$ cat src/rtl/fp32_pkg.sv
// fp32_pkg: shared fp32 types, constants and operand classification for the divider
package fp32_pkg;
  localparam int EXP_BIAS = 127;
  localparam int EXP_MAX = 255;
  localparam logic [31:0] QNAN = 32'h7FC00000;
  typedef struct packed {
    logic sign;
    logic [7:0] exp;
    logic [22:0] frac;
  } fp32_t;
  typedef enum logic [2:0] {IDLE, DIV, SPECIAL, NORM, DONE} div_state_t;
  typedef enum logic [1:0] {ZERO, NORMAL, INF, NAN} fp_class_t;
  function automatic fp_class_t fp_class(input fp32_t x);
    return x.exp == 8'd0 ? ZERO :
           x.exp != 8'(EXP_MAX) ? NORMAL :
           x.frac != 23'd0 ? NAN : INF;
  endfunction
endpackage

$ cat src/rtl/fp32_div_core.sv
// fp32_div_core: radix-2 restoring significand divider, one quotient bit per step
//   clk, rst_n     clock, async active-low reset
//   load           capture mant_a/mant_b, clear quotient and count
//   step           generate one quotient bit
//   mant_a, mant_b 24-bit significands with hidden one
//   q              quotient bits, MSB first
//   rem_nz         partial remainder non-zero (sticky source)
//   last           current step produces the final quotient bit
module fp32_div_core #(
  parameter int ITER = 26
) (
  input  logic            clk,
  input  logic            rst_n,
  input  logic            load,
  input  logic            step,
  input  logic [23:0]     mant_a,
  input  logic [23:0]     mant_b,
  output logic [ITER-1:0] q,
  output logic            rem_nz,
  output logic            last
);
  localparam int CW = $clog2(ITER);
  logic [24:0] rem;
  logic [23:0] dv;
  logic [CW-1:0] cnt;
  logic [24:0] diff;
  logic borrow;
  assign {borrow, diff} = {1'b0, rem} - {2'b00, dv};
  assign rem_nz = |rem;
  assign last = cnt == CW'(ITER - 1);
  always_ff @(posedge clk or negedge rst_n) begin
    if (!rst_n) begin
      rem <= '0;
      dv <= '0;
      q <= '0;
      cnt <= '0;
    end else if (load) begin
      rem <= {1'b0, mant_a};
      dv <= mant_b;
      q <= '0;
      cnt <= '0;
    end else if (step) begin
      q <= {q[ITER-2:0], ~borrow};
      rem <= borrow ? rem << 1 : diff << 1;
      cnt <= cnt + CW'(1);
    end
  end
endmodule

$ cat src/rtl/fp32_divider.sv
// fp32_divider: iterative IEEE-754 single-precision divider res = a / b with valid/ready handshakes
//   clk, rst_n            clock, async active-low reset
//   in_valid, in_ready    operand handshake (in_ready only in IDLE)
//   a, b                  dividend, divisor (fp32, denormals flush to zero)
//   out_valid, out_ready  result handshake, result held until accepted
//   res, div_by_zero      quotient and finite/zero flag, qualified by out_valid
//   FPDIV_ROUND_EN        defined: round-to-nearest-even; undefined: truncation
module fp32_divider
  import fp32_pkg::*;
#(
  parameter int ITER = 26
) (
  input  logic        clk,
  input  logic        rst_n,
  input  logic        in_valid,
  output logic        in_ready,
  input  logic [31:0] a,
  input  logic [31:0] b,
  output logic        out_valid,
  input  logic        out_ready,
  output logic [31:0] res,
  output logic        div_by_zero
);
  div_state_t state, nxt;
  fp32_t fa, fb;
  fp_class_t ca, cb;
  logic sign, load, last, rem_nz;
  logic signed [9:0] exp_tmp, e_n, e_r;
  logic [ITER-1:0] q;
  logic [22:0] mant, mant_r;
  logic guard, sticky, spec_nan, spec_dbz;
  logic [31:0] norm_res, spec_res;
  assign fa = a;
  assign fb = b;
  assign load = state == IDLE && in_valid;
  fp32_div_core #(.ITER(ITER)) u_core (
    .clk   (clk),
    .rst_n (rst_n),
    .load  (load),
    .step  (state == DIV),
    .mant_a({1'b1, fa.frac}),
    .mant_b({1'b1, fb.frac}),
    .q     (q),
    .rem_nz(rem_nz),
    .last  (last)
  );
  always_ff @(posedge clk or negedge rst_n) begin
    if (!rst_n) state <= IDLE;
    else state <= nxt;
  end
  always_comb begin
    nxt = state;
    in_ready = state == IDLE;
    out_valid = state == DONE;
    case (state)
      IDLE: nxt = in_valid ? ((fp_class(fa) != NORMAL || fp_class(fb) != NORMAL) ? SPECIAL : DIV) : IDLE;
      DIV: nxt = last ? NORM : DIV;
      SPECIAL, NORM: nxt = DONE;
      DONE: nxt = out_ready ? IDLE : DONE;
      default: nxt = IDLE;
    endcase
  end
  // q[25] set means a's significand >= b's, so the quotient is already normalised
`ifdef FPDIV_ROUND_EN
  logic carry;
`else
  logic unused_round;
`endif
  always_comb begin
    mant = q[25] ? q[24:2] : q[23:1];
    guard = q[25] ? q[1] : q[0];
    sticky = (q[25] & q[0]) | rem_nz;
    e_n = q[25] ? exp_tmp : exp_tmp - 10'sd1;
`ifdef FPDIV_ROUND_EN
    {carry, mant_r} = {1'b0, mant} + 24'(guard & (sticky | mant[0]));
    e_r = carry ? e_n + 10'sd1 : e_n;
`else
    unused_round = guard ^ sticky;
    mant_r = mant;
    e_r = e_n;
`endif
    norm_res = e_r >= 10'sd255 ? {sign, 8'hFF, 23'd0} :
               e_r <= 10'sd0 ? {sign, 31'd0} : {sign, e_r[7:0], mant_r};
  end
  // 0/0, inf/inf and nan/nan all fall out of ca == cb with a non-normal class
  always_comb begin
    spec_nan = ca == NAN || cb == NAN || (ca == cb && ca != NORMAL);
    spec_dbz = ca == NORMAL && cb == ZERO;
    spec_res = spec_nan ? QNAN : (ca == INF || cb == ZERO) ? {sign, 8'hFF, 23'd0} : {sign, 31'd0};
  end
  always_ff @(posedge clk or negedge rst_n) begin
    if (!rst_n) begin
      sign <= 1'b0;
      exp_tmp <= '0;
      ca <= ZERO;
      cb <= ZERO;
      res <= '0;
      div_by_zero <= 1'b0;
    end else begin
      if (load) begin
        sign <= fa.sign ^ fb.sign;
        exp_tmp <= {2'b00, fa.exp} - {2'b00, fb.exp} + 10'(EXP_BIAS);
        ca <= fp_class(fa);
        cb <= fp_class(fb);
      end
      if (state == NORM) begin
        res <= norm_res;
        div_by_zero <= 1'b0;
      end
      if (state == SPECIAL) begin
        res <= spec_res;
        div_by_zero <= spec_dbz;
      end
    end
  end
endmodule

$ cat config.mk
export PLATFORM = sky130hd
export DESIGN_NAME = fp32_divider
export DESIGN_NICKNAME = d
export VERILOG_FILES = /design/src/rtl/fp32_pkg.sv /design/src/rtl/fp32_div_core.sv /design/src/rtl/fp32_divider.sv
export SDC_FILE = /design/constraint.sdc
export NUM_CORES = 1
export LEC_CHECK = 0
export BUFFER_PORTS_ARGS = -buffer_cell sky130_fd_sc_hd__buf_2
export CELL_PAD_IN_SITES_DETAIL_PLACEMENT = 2
export CELL_PAD_IN_SITES_GLOBAL_PLACEMENT = 2
export CORE_ASPECT_RATIO = 0.9
export CORE_MARGIN = 3
export CORE_UTILIZATION = 39
export DETAILED_ROUTE_END_ITERATION = 7
export GPL_ROUTABILITY_DRIVEN = 0
export GPL_TIMING_DRIVEN = 1
export PLACE_DENSITY = 0.95
export RECOVER_POWER = 50
export SKIP_CTS_REPAIR_TIMING = 1
export SLEW_MARGIN = 10
export SYNTH_ARGS = -nofsm -noshare
export SYNTH_HDL_FRONTEND = slang
export SYNTH_SLANG_ARGS = --single-unit
$ cat constraint.sdc
create_clock -name clk -period 5.7 [get_ports clk]
set_input_delay 1.14 -clock clk [delete_from_list [all_inputs] [get_ports clk]]
set_output_delay 1.14 -clock clk [all_outputs]
set_load 0.02 [all_outputs]
==> results.sh <==
export IMPL_synthesis_instances=894
export IMPL_ys_warnings_count=0
export IMPL_synth_distinct_cells=62
export IMPL_finalClockSkew_ns=0.01906
export IMPL_vias_in_the_first_global_route=8302
export IMPL_clkSlewWorstSetupHoldPaths_ns=0.06
export IMPL_drtIter0Drc=395
export IMPL_port_buffers=102
export IMPL_setup_violations_final=0
export IMPL_most_common_library_cell_in_the_layout_ignoring_fill_and_taps="sky130_fd_sc_hd__nand2_1"
export IMPL_wp_data_required_ns=6.08
export IMPL_timing_hold_worst_class="register to register"
export IMPL_r2r_end="u_core.rem[15]$_DFFE_PN0P_"
export IMPL_arrival_ns=4.21
export IMPL_standard_cell_with_the_maximum_stage_delay_on_the_critical_path="sky130_fd_sc_hd__clkbuf_1"
export IMPL_timing_hold_worst_path_depth=2
export IMPL_wl_met3_um=840
export IMPL_met1_length_um=12150
export IMPL_fp_row_count=48
export IMPL_startpoint_type="input port"
export IMPL_setup_repair_after_global_routing_missed_its_margin="false"
export IMPL_fp_coreArea_sq_um=19580
export IMPL_failed_checks="capacitance limit, slew limit"
export IMPL_routedWlPerCell_um=23.11
export IMPL_synth_edff_count=0
export IMPL_end_kind="async pin"
export IMPL_crit_fanout=49
export IMPL_worst_reg2reg_setup_slack_ns=2.09
export IMPL_timing_max_slew_rel_slack_pct=-80.00
export IMPL_period_share_pct=67.34
export IMPL_largest_stage_delay_worst_path_ns=1.87
export IMPL_detailed_place_hpwl_um=19160
export IMPL_timing_critical_path_from="rst_n"
export IMPL_cts_max_level=4
export IMPL_cpLargestDelayFamily="buffers and inverters"
export IMPL_synth_flop_cell="sky130_fd_sc_hd__dfrtp_1"
export IMPL_timing_worst_slew_pin_value_ns=2.700
export IMPL_num_nets_final=1086
export IMPL_routed_wire_length_um=28750
export IMPL_num_vias=7297
export IMPL_fmaxAchievable_ghz=0.2605
export IMPL_synth_seq_area_share_pct=41.34
export IMPL_route_detailed_drc=0
export IMPL_syn_area_per_cell_sq_um=8.869
export IMPL_drv_slew=50
export IMPL_final_tns_setup_ns=0
export IMPL_crit_path_end="u_core.dv[17]$_DFFE_PN0P_"
export IMPL_reg2regPathDepth=10
export IMPL_antenna_violations_before_repair=1
export IMPL_grt_ovfl_total=0
export IMPL_final_period_demand_of_the_worst_path_ns=3.838
export IMPL_grt_start_max_net_pins=82
export IMPL_tritoncts_num_sinks=131
export IMPL_met2WireLength_um=15080
export IMPL_cellPowerDensity_nw_per_um2=690.8
export IMPL_fp_dieH_um=141.3
export IMPL_cp_depth=2
export IMPL_viasPerCell=5.866
export IMPL_drive_above_1_share_pct=16.72
export IMPL_die_width_um=156.3
export IMPL_root_buffer="sky130_fd_sc_hd__clkbuf_16"
export IMPL_drt_pre_antenna_iters=5
export IMPL_syn_to_final_growth_pct=15.65
export IMPL_syn_nets=1000
export IMPL_die_area_sq_um=22080
export IMPL_criticalPathCategory="input port to async pin"
export IMPL_netlist_area_sq_um=7929
export IMPL_worstPathBufferInverterCount=2
export IMPL_drt_antenna_violating_nets=0
export IMPL_asyncSetResetFlopFracSynth_pct=100.0
export IMPL_wire_length_of_the_first_global_routing_pass_um=46430
export IMPL_start_util_pct=40.50
export IMPL_design_portCount=103
export IMPL_path_cells="clkbuf_1, clkbuf_2"
export IMPL_grt_util_all_layers_pct=26.59
export IMPL_p_leak_uw=0.004187
export IMPL_layout_common_cells="sky130_fd_sc_hd__nand2_1 (165), sky130_fd_sc_hd__dfrtp_1 (131), sky130_fd_sc_hd__buf_2 (87)"
export IMPL_numCtsBuffers=17
export IMPL_routed_top_layer="met4"
export IMPL_final_hold_violation_count=0
export IMPL_tritoncts="built"
export IMPL_postLayoutCoreUtil_pct=46.84
export IMPL_cts_buffer_depth=2
export IMPL_run_status="finished, violations left"
export IMPL_max_cap_viol_count=1
export IMPL_vdd_ir_drop_worst_v=0.0002378
export IMPL_insertion_delay_ns=0.45
export IMPL_ys_seq_elements=131
export IMPL_regToRegStartpoint="u_core.rem[4]$_DFFE_PN0P_"
## worst register-to-register path, cell delays in order, from the launching register on
cell and delay (ns):
sky130_fd_sc_hd__dfrtp_1 0.42, sky130_fd_sc_hd__ha_1 0.39, sky130_fd_sc_hd__o211ai_1 0.15, sky130_fd_sc_hd__a21oi_1 0.24, sky130_fd_sc_hd__o21ai_0 0.26, sky130_fd_sc_hd__o211ai_1 0.26
sky130_fd_sc_hd__nand2_1 0.20, sky130_fd_sc_hd__o211ai_2 0.73, sky130_fd_sc_hd__buf_4 0.39, sky130_fd_sc_hd__mux2i_1 0.23, sky130_fd_sc_hd__o21ai_0 0.15
## registers in the layout, indices dropped and copies added, names as in the netlist
| name | count |
|---|---|
| sign | 1 |
| u_core.cnt | 5 |
| cb | 2 |
| state | 3 |
| div_by_zero | 1 |
| u_core.dv | 24 |
| exp_tmp | 10 |
| res | 32 |
| u_core.q | 26 |
| ca | 2 |
| u_core.rem | 25 |
## worst min-delay path by stage
| stage | start | endpoint | slack [ns] |
|---|---|---|---|
| floorplan | u_core.dv[23]$_DFFE_PN0P_ | u_core.dv[23]$_DFFE_PN0P_ | 0.42 |
| global placement | u_core.dv[23]$_DFFE_PN0P_ | u_core.dv[23]$_DFFE_PN0P_ | 0.43 |
| detailed placement | u_core.dv[23]$_DFFE_PN0P_ | u_core.dv[23]$_DFFE_PN0P_ | 0.46 |
| CTS | u_core.dv[23]$_DFFE_PN0P_ | u_core.dv[23]$_DFFE_PN0P_ | 0.47 |
| global route | u_core.dv[23]$_DFFE_PN0P_ | u_core.dv[23]$_DFFE_PN0P_ | 0.49 |
| finish | u_core.dv[23]$_DFFE_PN0P_ | u_core.dv[23]$_DFFE_PN0P_ | 0.46 |
## where the power goes
part | total [uW] | internal [uW] | switching, uW
clock network | 1130 | 622 | 508
logic | 3490 | 1290 | 2190
registers | 1720 | 1350 | 367
## synth_stat cells (all sizes together) (3+ instances only)
cell type / number / area share (%)
inv: 43 / 2.0
nand2b: 10 / 0.79
nor4: 15 / 1.4
a22oi: 17 / 1.6
xnor2: 21 / 2.3
nand4: 15 / 1.2
xor2: 24 / 2.7
o21a: 6 / 0.57
clkbuf: 33 / 1.6
a31oi: 7 / 0.55
a21o: 11 / 1.1
mux2i: 38 / 4.8
nor2: 43 / 2.0
or4: 6 / 0.62
dfrtp: 131 / 41
o211ai: 13 / 1.3
buf: 11 / 1.2
and2: 6 / 0.47
a221o: 3 / 0.43
nand3: 39 / 2.5
nor2b: 5 / 0.39
and3: 5 / 0.39
ha: 36 / 5.7
o21ai: 102 / 7.5
a21oi: 30 / 1.9
o22ai: 4 / 0.32
or3: 3 / 0.30
a211oi: 4 / 0.38
nand2: 166 / 7.9
nor3: 17 / 1.1
o31ai: 6 / 0.74
## metal layers
metal	up-vias	GRT usage, %
met5	-	0
met3	52	4.331
li1	3330	-
met4	0	8.521
met1	3762	32.10
met2	153	48.26
## final cells by class
cell class / instances / area [sq um]
Fill cell: 2142 / 10410
Multi-Input combinational cell: 676 / 4270
Sequential cell: 131 / 3278
Timing Repair Buffer: 111 / 554.3
Clock buffer: 17 / 425.4
Tap cell: 250 / 312.8
Clock inverter: 15 / 165.2
Inverter: 43 / 161.4
Antenna cell: 1 / 2.502
## stage by stage
stage          setup slack [ns]  hold WS (ns)  area, sq um  cells  power (uW)
6_report                  1.862        0.4644         9170   1244        6335
2_1_floorplan             2.593        0.4181         7929    894        4063
4_1_cts                   2.107        0.4708         9194   1243        6355
3_3_place_gp              2.297        0.4297         8603   1211        4762
3_5_place_dp              2.063        0.4566         8603   1211        5048
5_1_grt                   1.275        0.4916         9170   1244        6830
## logic make-up (layout without fill, tap and decap cells)
logic type | after synthesis | after routing | synth area share [%]
AND/OR/NAND/NOR | 336 | 336 | 19.52
AO/OA/AOI/OAI | 217 | 217 | 18.05
flip-flops | 131 | 131 | 41.34
XOR/XNOR | 45 | 45 | 4.971
buffers and inverters | 87 | 186 | 4.844
other | 0 | 1 | 0
adder cells (fa/ha/maj) | 38 | 38 | 6.186
multiplexers | 40 | 40 | 5.081
No activity file was read; power rests on OpenSTA's default activity.
